## src/rtl/demux1_4_buf_if.sv

```systemverilog
// Producer/consumer bundle for the buffered 1-to-4 demultiplexer.
// The slave side is the demux; the master side is the producer plus the four consumers.
interface demux1_4_buf_if #(
    parameter int WIDTH = 32
);
    logic [WIDTH-1:0] in_data;
    logic [1:0]       in_select;
    logic             in_valid;
    logic             in_ready;
    logic [WIDTH-1:0] out_data_0;
    logic [WIDTH-1:0] out_data_1;
    logic [WIDTH-1:0] out_data_2;
    logic [WIDTH-1:0] out_data_3;
    logic [3:0]       out_valid;
    logic [3:0]       out_ready;

    modport master (
        output in_data, in_select, in_valid, out_ready,
        input  in_ready, out_data_0, out_data_1, out_data_2, out_data_3, out_valid
    );

    modport slave (
        input  in_data, in_select, in_valid, out_ready,
        output in_ready, out_data_0, out_data_1, out_data_2, out_data_3, out_valid
    );
endinterface

```

## src/rtl/demux1_4_buf.sv

```systemverilog
// Buffered 1-to-4 demux: one word per cycle steered into four independent 2-entry FIFOs.
// in_ready depends only on in_select and registered occupancy, never on out_ready.
module demux1_4_buf #(
    parameter int WIDTH = 32
) (
    input  logic          clk,
    input  logic          rst,
    demux1_4_buf_if.slave bus
);
    logic [WIDTH-1:0] head [4];
    logic [WIDTH-1:0] tail [4];
    logic [1:0]       count [4];
    logic [3:0]       push;
    logic [3:0]       pop;
    logic             ready;

    // A full channel refuses a push even when it pops in the same cycle.
    assign ready       = (count[bus.in_select] != 2'd2);
    assign bus.in_ready = ready;

    always_comb begin
        push = '0;
        pop  = '0;
        for (int n = 0; n < 4; n++) begin
            push[n] = bus.in_valid & ready & (bus.in_select == 2'(n));
            pop[n]  = (count[n] != 2'd0) & bus.out_ready[n];
        end
    end

    always_ff @(posedge clk) begin
        if (rst) begin
            for (int n = 0; n < 4; n++) begin
                head[n]  <= '0;
                tail[n]  <= '0;
                count[n] <= 2'd0;
            end
        end else begin
            for (int n = 0; n < 4; n++) begin
                case ({push[n], pop[n]})
                    2'b10: begin
                        if (count[n] == 2'd0) begin
                            head[n] <= bus.in_data;
                        end else begin
                            tail[n] <= bus.in_data;
                        end
                        count[n] <= count[n] + 2'd1;
                    end
                    2'b01: begin
                        if (count[n] == 2'd2) begin
                            head[n] <= tail[n];
                        end
                        count[n] <= count[n] - 2'd1;
                    end
                    // Push with pop only happens at count 1: the new word becomes the head.
                    2'b11: begin
                        head[n] <= bus.in_data;
                    end
                    default: begin
                    end
                endcase
            end
        end
    end

    always_comb begin
        bus.out_valid = '0;
        for (int n = 0; n < 4; n++) begin
            bus.out_valid[n] = (count[n] != 2'd0);
        end
    end

    assign bus.out_data_0 = head[0];
    assign bus.out_data_1 = head[1];
    assign bus.out_data_2 = head[2];
    assign bus.out_data_3 = head[3];
endmodule

```

## src/flat_wrapper.sv

```systemverilog
// flat-port wrapper written by rule: the top's interface ports become plain ports
module demux1_4_buf_flat 
#(
    parameter int WIDTH = 32
)
  (clk, rst, bus_in_data, bus_in_select, bus_in_valid, bus_out_ready, bus_in_ready, bus_out_data_0, bus_out_data_1, bus_out_data_2, bus_out_data_3, bus_out_valid);
  demux1_4_buf_if #(.WIDTH(WIDTH)) bus_i ();
  input  logic clk;
  input  logic rst;
  input wire logic [$bits(bus_i.in_data)-1:0] bus_in_data;
  input wire logic [$bits(bus_i.in_select)-1:0] bus_in_select;
  input wire logic [$bits(bus_i.in_valid)-1:0] bus_in_valid;
  input wire logic [$bits(bus_i.out_ready)-1:0] bus_out_ready;
  output wire logic [$bits(bus_i.in_ready)-1:0] bus_in_ready;
  output wire logic [$bits(bus_i.out_data_0)-1:0] bus_out_data_0;
  output wire logic [$bits(bus_i.out_data_1)-1:0] bus_out_data_1;
  output wire logic [$bits(bus_i.out_data_2)-1:0] bus_out_data_2;
  output wire logic [$bits(bus_i.out_data_3)-1:0] bus_out_data_3;
  output wire logic [$bits(bus_i.out_valid)-1:0] bus_out_valid;
  assign bus_i.in_data = bus_in_data;
  assign bus_i.in_select = bus_in_select;
  assign bus_i.in_valid = bus_in_valid;
  assign bus_i.out_ready = bus_out_ready;
  assign bus_in_ready = bus_i.in_ready;
  assign bus_out_data_0 = bus_i.out_data_0;
  assign bus_out_data_1 = bus_i.out_data_1;
  assign bus_out_data_2 = bus_i.out_data_2;
  assign bus_out_data_3 = bus_i.out_data_3;
  assign bus_out_valid = bus_i.out_valid;
  demux1_4_buf #(.WIDTH(WIDTH)) u_core (.clk(clk), .rst(rst), .bus(bus_i));
endmodule
```

## config.mk

```make
export PLATFORM = sky130hd
export DESIGN_NAME = demux1_4_buf_flat
export DESIGN_NICKNAME = d
export VERILOG_FILES = /design/src/rtl/demux1_4_buf_if.sv /design/src/rtl/demux1_4_buf.sv /design/src/flat_wrapper.sv
export SDC_FILE = /design/constraint.sdc
export NUM_CORES = 1
export LEC_CHECK = 0
export ABC_AREA = 1
export CORE_ASPECT_RATIO = 0.7
export CORE_MARGIN = 2
export CORE_UTILIZATION = 30
export CTS_CLUSTER_DIAMETER = 150
export DETAILED_ROUTE_END_ITERATION = 8
export RECOVER_POWER = 100
export SLEW_MARGIN = 20
export SYNTH_ARGS = -nofsm -noshare
export SYNTH_HDL_FRONTEND = slang
export SYNTH_SLANG_ARGS = --single-unit
export TNS_END_PERCENT = 100
```

## constraint.sdc

```tcl
create_clock -name clk -period 5.9 [get_ports clk]
set_clock_uncertainty 0.2 [all_clocks]
set_input_delay 0.59 -clock clk [delete_from_list [all_inputs] [get_ports clk]]
set_output_delay 0.59 -clock clk [all_outputs]
set_load 0.01 [all_outputs]
```

==> results of run 1 <==
## layout by cell type (no fill, tap or decap), drive strengths merged
| cell | count |
|---|---|
| clkinv | 22 |
| dlygate4sd3 | 134 |
| inv | 108 |
| a21oi | 7 |
| buf | 9 |
| clkinvlp | 1 |
| nand2 | 351 |
| clkdlybuf4s50 | 39 |
| edfxtp | 264 |
| nand3 | 22 |
| nand3b | 1 |
| bufinv | 8 |
| ha | 2 |
| o21ai | 23 |
| clkbuf | 36 |
| nand4 | 68 |
| diode | 1 |
| nor2 | 208 |
## final cells by class
class / instances / area, um^2 / share of cell area [%]
multi-input combinational: 682 / 2900 / 19.6
timing repair buffer: 187 / 1820 / 12.3
clock inverter: 21 / 307 / 2.07
clock buffer: 31 / 733 / 4.96
tap: 527 / 659 / 4.46
sequential: 264 / 7930 / 53.6
inverter: 118 / 443 / 3.00
antenna: 1 / 2.50 / 0.0169
## power breakdown
part / internal (mW) / switching, mW
clock: 1.24 / 0.725
combinational: 0.177 / 0.330
sequential: 2.22 / 0.0548
total: 3.64 / 1.11
## logic make-up (layout without fill, tap and decap cells)
kind of cell	after synthesis	after routing	synth area share [%]
other	0	1	0
DFF	264	264	68.1
AOI/OAI and AO/OA	30	30	1.29
adders and majority gates	2	2	0.215
and+or+nand+nor	650	650	23.8
buffers and inverters	178	357	6.58
## per-layer routing
| layer | global-route usage [%] | routed length [um] | vias up |
|---|---|---|---|
| li1 | - | - | 4004 |
| met1 | 24.7 | 15700 | 3978 |
| met2 | 23.1 | 13800 | 312 |
| met3 | 2.41 | 2370 | 60 |
| met4 | 5.60 | 953 | 0 |
| met5 | 0 | 0 | - |
## through the flow
step	utilization, %	hold WS (ns)	total power [mW]	std cells
final	38.5	0.319	4.75	1831
after global routing	38.5	0.333	4.92	1831
after CTS	38.8	0.323	4.82	1830
after detailed placement	36.1	0.309	2.87	1778
after global placement	36.1	0.301	2.86	1778
after floorplan	-	0.294	2.56	1124
## worst max-delay path by stage
stage | startpoint | endpoint | cells past startpoint
final | bus_in_select[0] | u_core.tail[0][0] | 12
after floorplan | bus_in_select[0] | u_core.tail[3][0] | 10
after global routing | bus_in_select[0] | u_core.tail[0][31] | 12
after detailed placement | bus_in_select[0] | u_core.head[1][23] | 12
after global placement | bus_in_select[0] | u_core.head[1][23] | 11
after CTS | bus_in_select[0] | u_core.head[1][29] | 12
## flip-flops by register name, indices dropped and copies added, names as in the netlist
name / cells
u_core.head: 128
u_core.tail: 128
u_core.count: 8
## worst max-delay path: stages
cell	delay [ns]
dlygate4sd3_1	0.75
inv_1	0.15
nand2_1	0.09
nand2_1	0.05
nand2_1	0.07
nand2_1	0.07
nand2_1	0.29
nand3_4	0.45
nor2_1	0.39
nand2_1	0.09
nand2_1	0.06
clkbuf_1	1.31
==> flow_summary.ini, run 1 <==
[place]
io_buffers = 173
postPlaceCellArea_um2 = 13800
place_hpwl_mm = 22.9
preCtsSetupSlack_ns = 1.63
globalplace.congestion = 0.861

[setup_path]
required_ns = 5.82
cp.arrival_ns = 4.37
cp-end-kind = register
timing.rr.end = u_core.tail[0][0]
rr_startpoint = u_core.count[1][0]
worstSetupPathType = in2reg
startpoint_type = primary input
reg2reg_depth = 9
rrSetupSlack_ns = 1.85
cp_max_fo = 37

[floorplanning]
core-area_um2 = 38400
die_area_um2 = 40400
initial_core_util_pct = 30.3
die_h_um = 169
pin_count = 174
die_w_um = 239
std_cell_rows = 60

[cts]
cts_hold_buf = 0
post_cts_buffers = 0
path_clk_slew_ns = 0.06
cts.sinks = 264
insertion_delay_ns = 0.54
htreeDepth = 1
cts_tree = built
cts_buffer_depth = 3
cts_made_buffers = 28
root_buffer = clkbuf_16
cts_resized = 0

[min_path]
hold_end = u_core.head[3][2]
min_path_cells = 2
min_from = u_core.tail[3][2]
hold_class = reg2reg

[timing]
worst_slew_pin_slew_ns = 1.90
setup_slack_ns = 1.45
fin_crit_ns = 4.45
slew_viol_final = 99
finalSetupTns_ns = 0
rsz0062_at_grt = false
slew_headroom_pct = -26.6
hold_viol_final = 0
fin_crit_sh_pct = 75.4
setup_viol = 0
max_freq_mhz = 225

[drt]
first_iter_violations = 842
wl_mm = 32.9
drt_pass1_iterations = 6
ant_nets = 0
vias = 8354
drc = 0
vias_per_cell = 4.56
routedWlPerCell_um = 18.0

[yosys]
ys_warn_count = 0
synth_area_um2 = 11600
synth_top_area_share_pct = 68.1
syn_area_per_cell_um2 = 10.4
syn_nets = 1167
synth_ff_type = edfxtp_1
synth_edf_count = 264
netlist_top_cells_area = edfxtp_1 68%, nand2_1 11%, nor2_1 6.5%
synth.most_common_cell = nand2_1
synthCells = 1124
synth-seq-cells = 264
async_flop_share_pct = 0
ys_seq_area_share_pct = 68.1
synth_common_cells = 346 x nand2_1, 264 x edfxtp_1, 200 x nor2_1
synth_top_area_cell = edfxtp_1
ys_types = 23

[global_route]
track_usage_pct = 16.2
grt_max_degree = 38
antenna_found_initial = 1
grt_pass1_vias = 8152
grt_pass1_wl_mm = 49.9
overflow = 0

[final_layout]
post-route-cell-area_um2 = 14800
syn2layout_area_growth_pct = 27.1
drive_above_1_share_pct = 5.14
nNetsFinal = 1324
fillCellCount = 3750

[power_and_ir_drop]
leakagePower_nw = 6.46
power.density_nw_per_um2 = 321
vdd_drop_max_uv = 202

[run_status]
status = complete, but fails checks
violations = capacitance limit, slew limit

[job]
cap_violations = 3
Note: power is estimated with default switching activity, not from simulation.
==> run 2: changes to the inputs <==
Clock period 5.9 ns to 4.6 ns, I/O delays scaled along.
==> run 2 against run 1 <==
Effect of this change: non-clock buffer count increased by 5; the run now ends clean; sequential share of layout area grew 0.45 points; cell count rose by 0.27%; worst setup slack worse by 0.69 ns; first-iteration DRC count is 3.3% lower; critical endpoint is now u_core.head[0][20]; die area did not move; largest cell class unchanged; sequential power rose by 28%; global-route usage down 0.46 points; highest routed layer unchanged; total power rose by 21%.
==> flow_summary.ini, run 2 (same netlist as run 1, synthesis figures left out) <==
[run_status]
status = complete, no violations

[cts]
cts_hold_buf = 0
insertion_delay_ns = 0.55
path_clk_slew_ns = 0.06
root_buffer = clkbuf_16
cts_tree = built
cts_resized = 0
post_cts_buffers = 0
cts_buffer_depth = 3
htreeDepth = 1
cts.sinks = 264
cts_made_buffers = 28

[floorplanning]
core-area_um2 = 38400
pin_count = 174
die_w_um = 239
std_cell_rows = 60
initial_core_util_pct = 30.3
die_area_um2 = 40400
die_h_um = 169

[final_layout]
nNetsFinal = 1329
layout_commonest_cell = nand2_1
syn2layout_area_growth_pct = 26.0
instances_no_fill = 1836
final_cell_mix = 348 x nand2_1, 264 x edfxtp_1, 201 x nor2_1
drive_above_1_share_pct = 5.43
top_regs = u_core.head x128, u_core.tail x128, u_core.count x8

[global_route]
overflow = 0
grt_pass1_wl_mm = 48.9
track_usage_pct = 15.7
antenna_found_initial = 2
grt_pass1_vias = 7941
grt_max_degree = 38

[drt]
routedWlPerCell_um = 17.4
wl_met1_mm = 15.1
drt_pass1_iterations = 5
highest_layer = met4
dr_wl_met3_mm = 2.45
wl_met2_mm = 13.6
vias_per_cell = 4.50
drc = 0
first_iter_violations = 814
ant_nets = 0
vias = 8270
wl_mm = 32.0

[power_and_ir_drop]
intPower_mw = 4.33
combPwrFrac_pct = 11.4
power.density_nw_per_um2 = 391
p_sw_mw = 1.40
power_frac_seq_pct = 50.8
vdd_drop_max_uv = 308
leakagePower_nw = 6.41
power.share.switching_pct = 24.4
clockPowerShare_pct = 37.8

[timing]
setup_viol = 0
slew_headroom_pct = 2.78
rsz0062_at_grt = false
fin_crit_ns = 3.84
worst_slew_pin_slew_ns = 1.46
fin_crit_sh_pct = 83.4
finalSetupTns_ns = 0
slew_viol_final = 0
hold_viol_final = 0
max_freq_mhz = 261

[place]
globalplace.congestion = 0.854
io_buffers = 173
place_hpwl_mm = 22.6
dp_cells = 1783

[setup_path]
reg2reg_depth = 10
slowest_delay_ns = 0.74
worstSetupPathType = in2reg
required_ns = 4.57
cp.arrival_ns = 3.80
rr_startpoint = u_core.count[1][1]
startpoint_type = primary input
cp_max_fo = 37
crit_chain = dlygate4sd3_1 > inv_1 > nand2_1 > nand2_1 > nand2_1 > nand2_2 > nand2_1 > nand3_4 > nor2_1 > nand3_1 > nand3_1 > clkbuf_2
critPathMostFrequentCell = nand2_1
timing.rr.end = u_core.head[0][20]
rrSetupSlack_ns = 1.03
cp_slowest_cell = dlygate4sd3_1
cp-end-kind = register

[job]
cap_violations = 0

[min_path]
hold_end = u_core.head[3][26]
min_from = u_core.tail[3][26]
hold_class = reg2reg
min_path_cells = 2
-- run 2: area by class of cell --
| class | count | area, um^2 |
|---|---|---|
| flip-flops and latches | 264 | 7930 |
| diodes | 2 | 5.00 |
| inverters | 118 | 443 |
| multi-input cells | 682 | 2910 |
| repair buffers | 192 | 1850 |
| clock buffers | 37 | 756 |
| well taps | 527 | 659 |
| clock inverters | 14 | 116 |
| fillers | 3736 | 23700 |
-- run 2: critical path: cells and delay by family --
kind	cells	cell delay (ns)
buf+inv	3	1.56
simple gates	9	1.74
-- run 2: worst max path at each step --
| stage | startpoint | to | slack (ns) | depth (start not counted) |
|---|---|---|---|---|
| CTS | u_core.count[1][0] | u_core.head[1][17] | 1.27 | 10 |
| floorplan | bus_in_select[0] | u_core.tail[3][0] | 0.32 | 10 |
| global placement | bus_in_select[0] | u_core.head[1][12] | 1.04 | 12 |
| finish | bus_in_select[0] | u_core.head[0][20] | 0.76 | 12 |
| detailed placement | bus_in_select[0] | u_core.head[0][15] | 0.94 | 12 |
| global route | bus_in_select[0] | u_core.head[0][16] | 0.53 | 12 |
-- run 2: power by group through the flow --
stage / clock (mW) / sequential [mW] / combinational [mW]
2_1_floorplan: 0 / 2.99 / 0.290
3_3_place_gp: 0 / 2.96 / 0.701
3_5_place_dp: 0 / 2.96 / 0.708
4_1_cts: 2.20 / 2.92 / 0.711
5_1_grt: 2.31 / 2.93 / 0.714
6_report: 2.16 / 2.91 / 0.654
-- run 2: layer usage --
layer,track usage (%),vias up
met3,3.59,41
met2,22.9,260
met4,4.32,0
met5,0,-
li1,-,4014
met1,23.3,3955
-- run 2: per-stage QoR --
| stage | area (um^2) | power [mW] | util [%] | setup slack (ns) | hold WS (ns) |
|---|---|---|---|---|---|
| 2_1_floorplan | 11600 | 3.28 | - | 0.319 | 0.294 |
| 3_3_place_gp | 13900 | 3.66 | 36.1 | 1.04 | 0.301 |
| 3_5_place_dp | 13900 | 3.67 | 36.1 | 0.943 | 0.305 |
| 4_1_cts | 14700 | 5.83 | 38.4 | 1.27 | 0.314 |
| 5_1_grt | 14700 | 5.95 | 38.2 | 0.535 | 0.336 |
| 6_report | 14700 | 5.73 | 38.2 | 0.762 | 0.313 |
==> run 3: changes to the inputs <==
Clock period 4.6 ns to 3.9 ns, I/O delays scaled along.
==> run 3 against run 2 <==
Effect of this change: via count down 0.83%; critical path type unchanged; critical endpoint is now u_core.head[1][28]; die area unchanged; largest power group unchanged; register-to-register slack worse by 0.21 ns; wire length down 2.5%.
==> flow_summary.ini, run 3 (same netlist as run 1, synthesis figures left out) <==
[run_status]
status = complete, no violations

[setup_path]
worstSetupPathType = in2reg
slowest_delay_ns = 0.72
critPathMostFrequentCell = nand2_1
crit_family = simple AND/OR/NAND/NOR gates
required_ns = 3.90
startpoint_type = primary input
worst-path-buf-inv = 3
cp-end-kind = register
cp_max_fo = 37
cp_slowest_cell = dlygate4sd3_1
cp.arrival_ns = 3.26
crit_chain = dlygate4sd3_1 > inv_1 > nand2_1 > nand2_1 > nand2_1 > nand2_1 > nand2_1 > nand3_4 > nor2_1 > nand3_1 > nand3_1 > buf_4

[timing]
setup_viol = 0
fin_crit_sh_pct = 83.8
finalSetupTns_ns = 0
slew_headroom_pct = 11.0
hold_viol_final = 0
slew_viol_final = 0
max_freq_mhz = 306
rsz0062_at_grt = false
setup_slack_ns = 0.633
whs_ns = 0.316
worst_slew_pin_slew_ns = 1.33
fin_crit_ns = 3.27

[global_route]
grt_pass1_vias = 7852
grt_pass1_wl_mm = 47.7
track_usage_pct = 15.3
grt_max_degree = 38
overflow = 0
antenna_found_initial = 2

[final_layout]
instances_no_fill = 1841
syn2layout_area_growth_pct = 26.5
top_regs = u_core.head x128, u_core.tail x128, u_core.count x8
layout_commonest_cell = nand2_1
post-route-cell-area_um2 = 14700
final_cell_mix = 349 x nand2_1, 264 x edfxtp_1, 201 x nor2_1
drive_above_1_share_pct = 6.25
utilization_pct = 38.4
nNetsFinal = 1332

[power_and_ir_drop]
intPower_mw = 5.19
combPwrFrac_pct = 10.9
leakagePower_nw = 6.47
vdd_drop_max_uv = 334
power_mw = 6.88
power_frac_seq_pct = 50.0
clockPowerShare_pct = 39.1
power.density_nw_per_um2 = 467
power.share.switching_pct = 24.5
p_sw_mw = 1.69

[cts]
root_buffer = clkbuf_16
cts_resized = 0
cts_made_buffers = 29
cts_buffer_depth = 3
cts_tree = built
cts.sinks = 264
insertion_delay_ns = 0.55
htreeDepth = 1
path_clk_slew_ns = 0.06
cts_hold_buf = 0
post_cts_buffers = 0

[drt]
drc = 0
vias = 8201
routedWlPerCell_um = 16.9
wl_mm = 31.2
first_iter_violations = 762
drt_pass1_iterations = 5
ant_nets = 0
vias_per_cell = 4.45

[place]
globalplace.congestion = 0.870
place_hpwl_mm = 22.6
preCtsSetupSlack_ns = 0.500
io_buffers = 173
dp_cells = 1785
postPlaceCellArea_um2 = 13900

[floorplanning]
std_cell_rows = 60
die_area_um2 = 40400
initial_core_util_pct = 30.3
die_w_um = 239
pin_count = 174
core-area_um2 = 38400
die_h_um = 169

[min_path]
hold_class = reg2reg

[job]
cap_violations = 0
## run 3: cell count changes in the layout (fill, tap and decap cells not counted), sizes merged
cell      delta
bufinv       +1
clkbuf       -4
inv          +4
clkinvlp     +1
clkinv       +1
buf          +2
## run 3: final timing paths
| kind | start | endpoint | slack [ns] | depth (start not counted) |
|---|---|---|---|---|
| worst min-delay path | u_core.tail[3][8] | u_core.head[3][8] | 0.32 | 2 |
| worst max-delay path | bus_in_select[0] | u_core.head[1][28] | 0.63 | 12 |
| worst min register to register | u_core.tail[3][8] | u_core.head[3][8] | 0.32 | 2 |
| worst max register to register | u_core.count[1][1] | u_core.head[1][28] | 0.82 | 10 |
## run 3: routing by layer
layer,part of all wire [%],routed length [um],up-vias,track usage [%]
met5,0,0,-,0
met4,3.0,935,0,5.30
met3,5.9,1850,64,2.27
met2,42,13100,277,21.8
met1,49,15300,3839,23.6
li1,-,-,4021,-
## run 3: layout make-up
| cell class | instances | area [um^2] |
|---|---|---|
| timing repair buffer | 194 | 1870 |
| antenna | 2 | 5.00 |
| clock inverter | 21 | 190 |
| tap | 527 | 659 |
| multi-input combinational | 682 | 2880 |
| inverter | 118 | 443 |
| sequential | 264 | 7930 |
| clock buffer | 33 | 741 |
| fill | 3753 | 23600 |
## run 3: worst reg2reg max path, cell delays in order, from the launching register on
cell and delay (ns):
edfxtp_1 0.50, nand2_1 0.11, nand2_1 0.06, nand2_1 0.05, nand2_1 0.05, nand2_1 0.25
nand3_4 0.39, nor2_1 0.38, nand3_1 0.19, nand3_1 0.14, buf_4 0.40
## run 3: power groups by stage
stage | registers [mW] | logic, mW | clock network, mW
after floorplan | 3.53 | 0.342 | 0
final | 3.44 | 0.751 | 2.69
after detailed placement | 3.51 | 0.820 | 0
after global routing | 3.46 | 0.822 | 2.84
after CTS | 3.45 | 0.823 | 2.74
after global placement | 3.51 | 0.812 | 0
==> patch: new RTL, settings of run 3 <==
`WIDTH` is set to 32 in 3 places; all go to 64.
--- a/src/rtl/demux1_4_buf_if.sv
+++ b/src/rtl/demux1_4_buf_if.sv
@@ -2,5 +2,5 @@
 // The slave side is the demux; the master side is the producer plus the four consumers.
 interface demux1_4_buf_if #(
-    parameter int WIDTH = 32
+    parameter int WIDTH = 64
 );
     logic [WIDTH-1:0] in_data;
--- a/src/rtl/demux1_4_buf.sv
+++ b/src/rtl/demux1_4_buf.sv
@@ -2,5 +2,5 @@
 // in_ready depends only on in_select and registered occupancy, never on out_ready.
 module demux1_4_buf #(
-    parameter int WIDTH = 32
+    parameter int WIDTH = 64
 ) (
     input  logic          clk,
--- a/src/flat_wrapper.sv
+++ b/src/flat_wrapper.sv
@@ -2,5 +2,5 @@
 module demux1_4_buf_flat 
 #(
-    parameter int WIDTH = 32
+    parameter int WIDTH = 64
 )
   (clk, rst, bus_in_data, bus_in_select, bus_in_valid, bus_out_ready, bus_in_ready, bus_out_data_0, bus_out_data_1, bus_out_data_2, bus_out_data_3, bus_out_valid);
Interface: changed (5 resized); port bits go from 174 to 334. The function was not compared with the original's and may differ.
==> patch against run 3 <==
Wire length rose by 120%. Design area rose by 91%. Sequential share of layout area rose by 1.7 points. Setup slack improved by 0.019 ns. Clock power rose by 87%. Area after synthesis rose by 90%. Count of clock-buffer cells in the layout rose by 34. Sequential cell count rose by 256. Core utilization rose by 0.087 points. Total power rose by 91%. Critical endpoint is now u_core.tail[1][18].
==> patch: results (changes against run 3) <==
\begin{tabular}{lr}
\hline
Metric & Value \\
\hline
\multicolumn{2}{l}{\textbf{Critical path}} \\
\quad Critical register-to-register path startpoint & u\_core.count[0][0] \\
\quad Worst setup endpoint & u\_core.tail[1][18] \\
\quad Data arrival, critical path & 3.27 ns (about the same) \\
\quad Capture instance of the worst register-to-register path & u\_core.head[0][17] \\
\multicolumn{2}{l}{\textbf{Cells and area}} \\
\quad Fillers & 7126 (+90\%) \\
\quad Largest registers ranked by flip-flop count & u\_core.head (256), u\_core.tail (256), u\_core.count (8) \\
\quad Share of layout cells above drive strength 1 & 6.13\% (-0.12 points) \\
\quad Final layout net count & 2398 (+80\%) \\
\quad Non-filler instance count after layout & 3342 (+82\%) \\
\multicolumn{2}{l}{\textbf{Routing}} \\
\quad DR iter-0 viols & 1357 (+78\%) \\
\quad Final wirelength & 67300 um (+120\%) \\
\quad Total via count after detailed routing & 15600 (+90\%) \\
\multicolumn{2}{l}{\textbf{Pwr}} \\
\quad Maximum ir drop on the vdd rail & 0.000344 V (+2.9\%) \\
\multicolumn{2}{l}{\textbf{GRT}} \\
\quad Pin count of the biggest net entering global routing & 65 (+71\%) \\
\quad Vias in the first global route & 15200 (+93\%) \\
\quad Initial antenna violation count & 1 (-1) \\
\quad Global-route total usage across every layer & 17.5\% (+2.2 points) \\
\multicolumn{2}{l}{\textbf{Placement}} \\
\quad Global placer's final weighted congestion & 0.815 (-6.3\%) \\
\quad Placed cells & 3244 (+82\%) \\
\quad Port-buffer cells & 333 (+92\%) \\
\quad Sum of net half-perimeters after detailed placement & 44500 um (+97\%) \\
\multicolumn{2}{l}{\textbf{STA}} \\
\quad Min cycle time layout & 3.25 ns (-0.0194 ns) \\
\multicolumn{2}{l}{\textbf{CTS}} \\
\quad Later-pin clock latency in the skew report & 0.61 ns (+0.06 ns) \\
\quad H-tree levels & 2 (+1) \\
\multicolumn{2}{l}{\textbf{Yosys}} \\
\quad Cell types with the largest area share after synthesis & sky130\_fd\_sc\_hd\_\_edfxtp\_1, sky130\_fd\_sc\_hd\_\_nand2\_1, sky130\_fd\_sc\_hd\_\_nor2\_1, sky130\_fd\_sc\_hd\_\_inv\_1, sky130\_fd\_sc\_hd\_\_nand4\_1 \\
\quad Proportion of synthesized chip area in sequential cells & 70.6\% (+2.5 points) \\
\quad Total nets after synthesis & 2086 (+79\%) \\
\multicolumn{2}{l}{\textbf{Status}} \\
\quad Result of the run & completed \\
\hline
\end{tabular}
## patch: how the worst min path moves through the flow
stage | endpoint | depth (start not counted) | slack [ns] | startpoint
final | u_core.head[3][31] | 3 | 0.30 | bus_in_data[31]
after global routing | u_core.head[3][62] | 3 | 0.29 | bus_in_data[62]
after CTS | u_core.head[3][31] | 3 | 0.26 | bus_in_data[31]
after detailed placement | u_core.head[3][8] | 2 | 0.30 | u_core.tail[3][8]
after global placement | u_core.head[3][63] | 2 | 0.30 | u_core.tail[3][63]
after floorplan | u_core.head[3][0] | 2 | 0.29 | u_core.tail[3][0]
## patch: layer usage
| metal | vias to the layer above | wire (um) | track usage [%] |
|---|---|---|---|
| li1 | 7334 | - | - |
| met1 | 7582 | 30100 | 24.3 |
| met2 | 576 | 30700 | 27.8 |
| met3 | 79 | 5220 | 3.90 |
| met4 | 0 | 1320 | 4.15 |
| met5 | - | 0 | 0 |
## patch: per-stage QoR
step                total power [uW]  hold slack [ns]  cell area (um2)  util (%)
global route                   13700            0.295            28100      38.4
finish                         13200            0.302            28100      38.5
CTS                            13400            0.257            28300      38.8
global placement                8360            0.299            26700      36.5
floorplan                       7470            0.294            22200         -
detailed placement              8400            0.304            26700      36.5
## patch: final cells by class
type                    instances  area [um2]  share of cell area [%]
multi-input cells            1189        5170                    18.4
inverters                     183         691                    2.46
diodes                          1        2.50                 0.00890
clock inverters                30         244                   0.868
clock buffers                  67        1420                    5.06
flip-flops and latches        520       15600                    55.5
well taps                     977        1220                    4.35
repair buffers                375        3740                    13.3
## patch: report_power, final
part,switching [uW],internal (uW)
Sequential,136,6580
Combinational,939,493
Clock,2230,2790
## patch: cells by family after synthesis
kind of cell / after synthesis / synth area share [%]
compound gates: 78 / 1.78
simple gates: 1109 / 21.6
flops: 520 / 70.6
fa+ha+maj: 2 / 0.113
buf+inv: 302 / 5.96
## patch: critical path: cells and delay by family
kind	cells	cell delay, ns
simple gates	6	0.54
buf+inv	4	1.95
compound gates	1	0.37
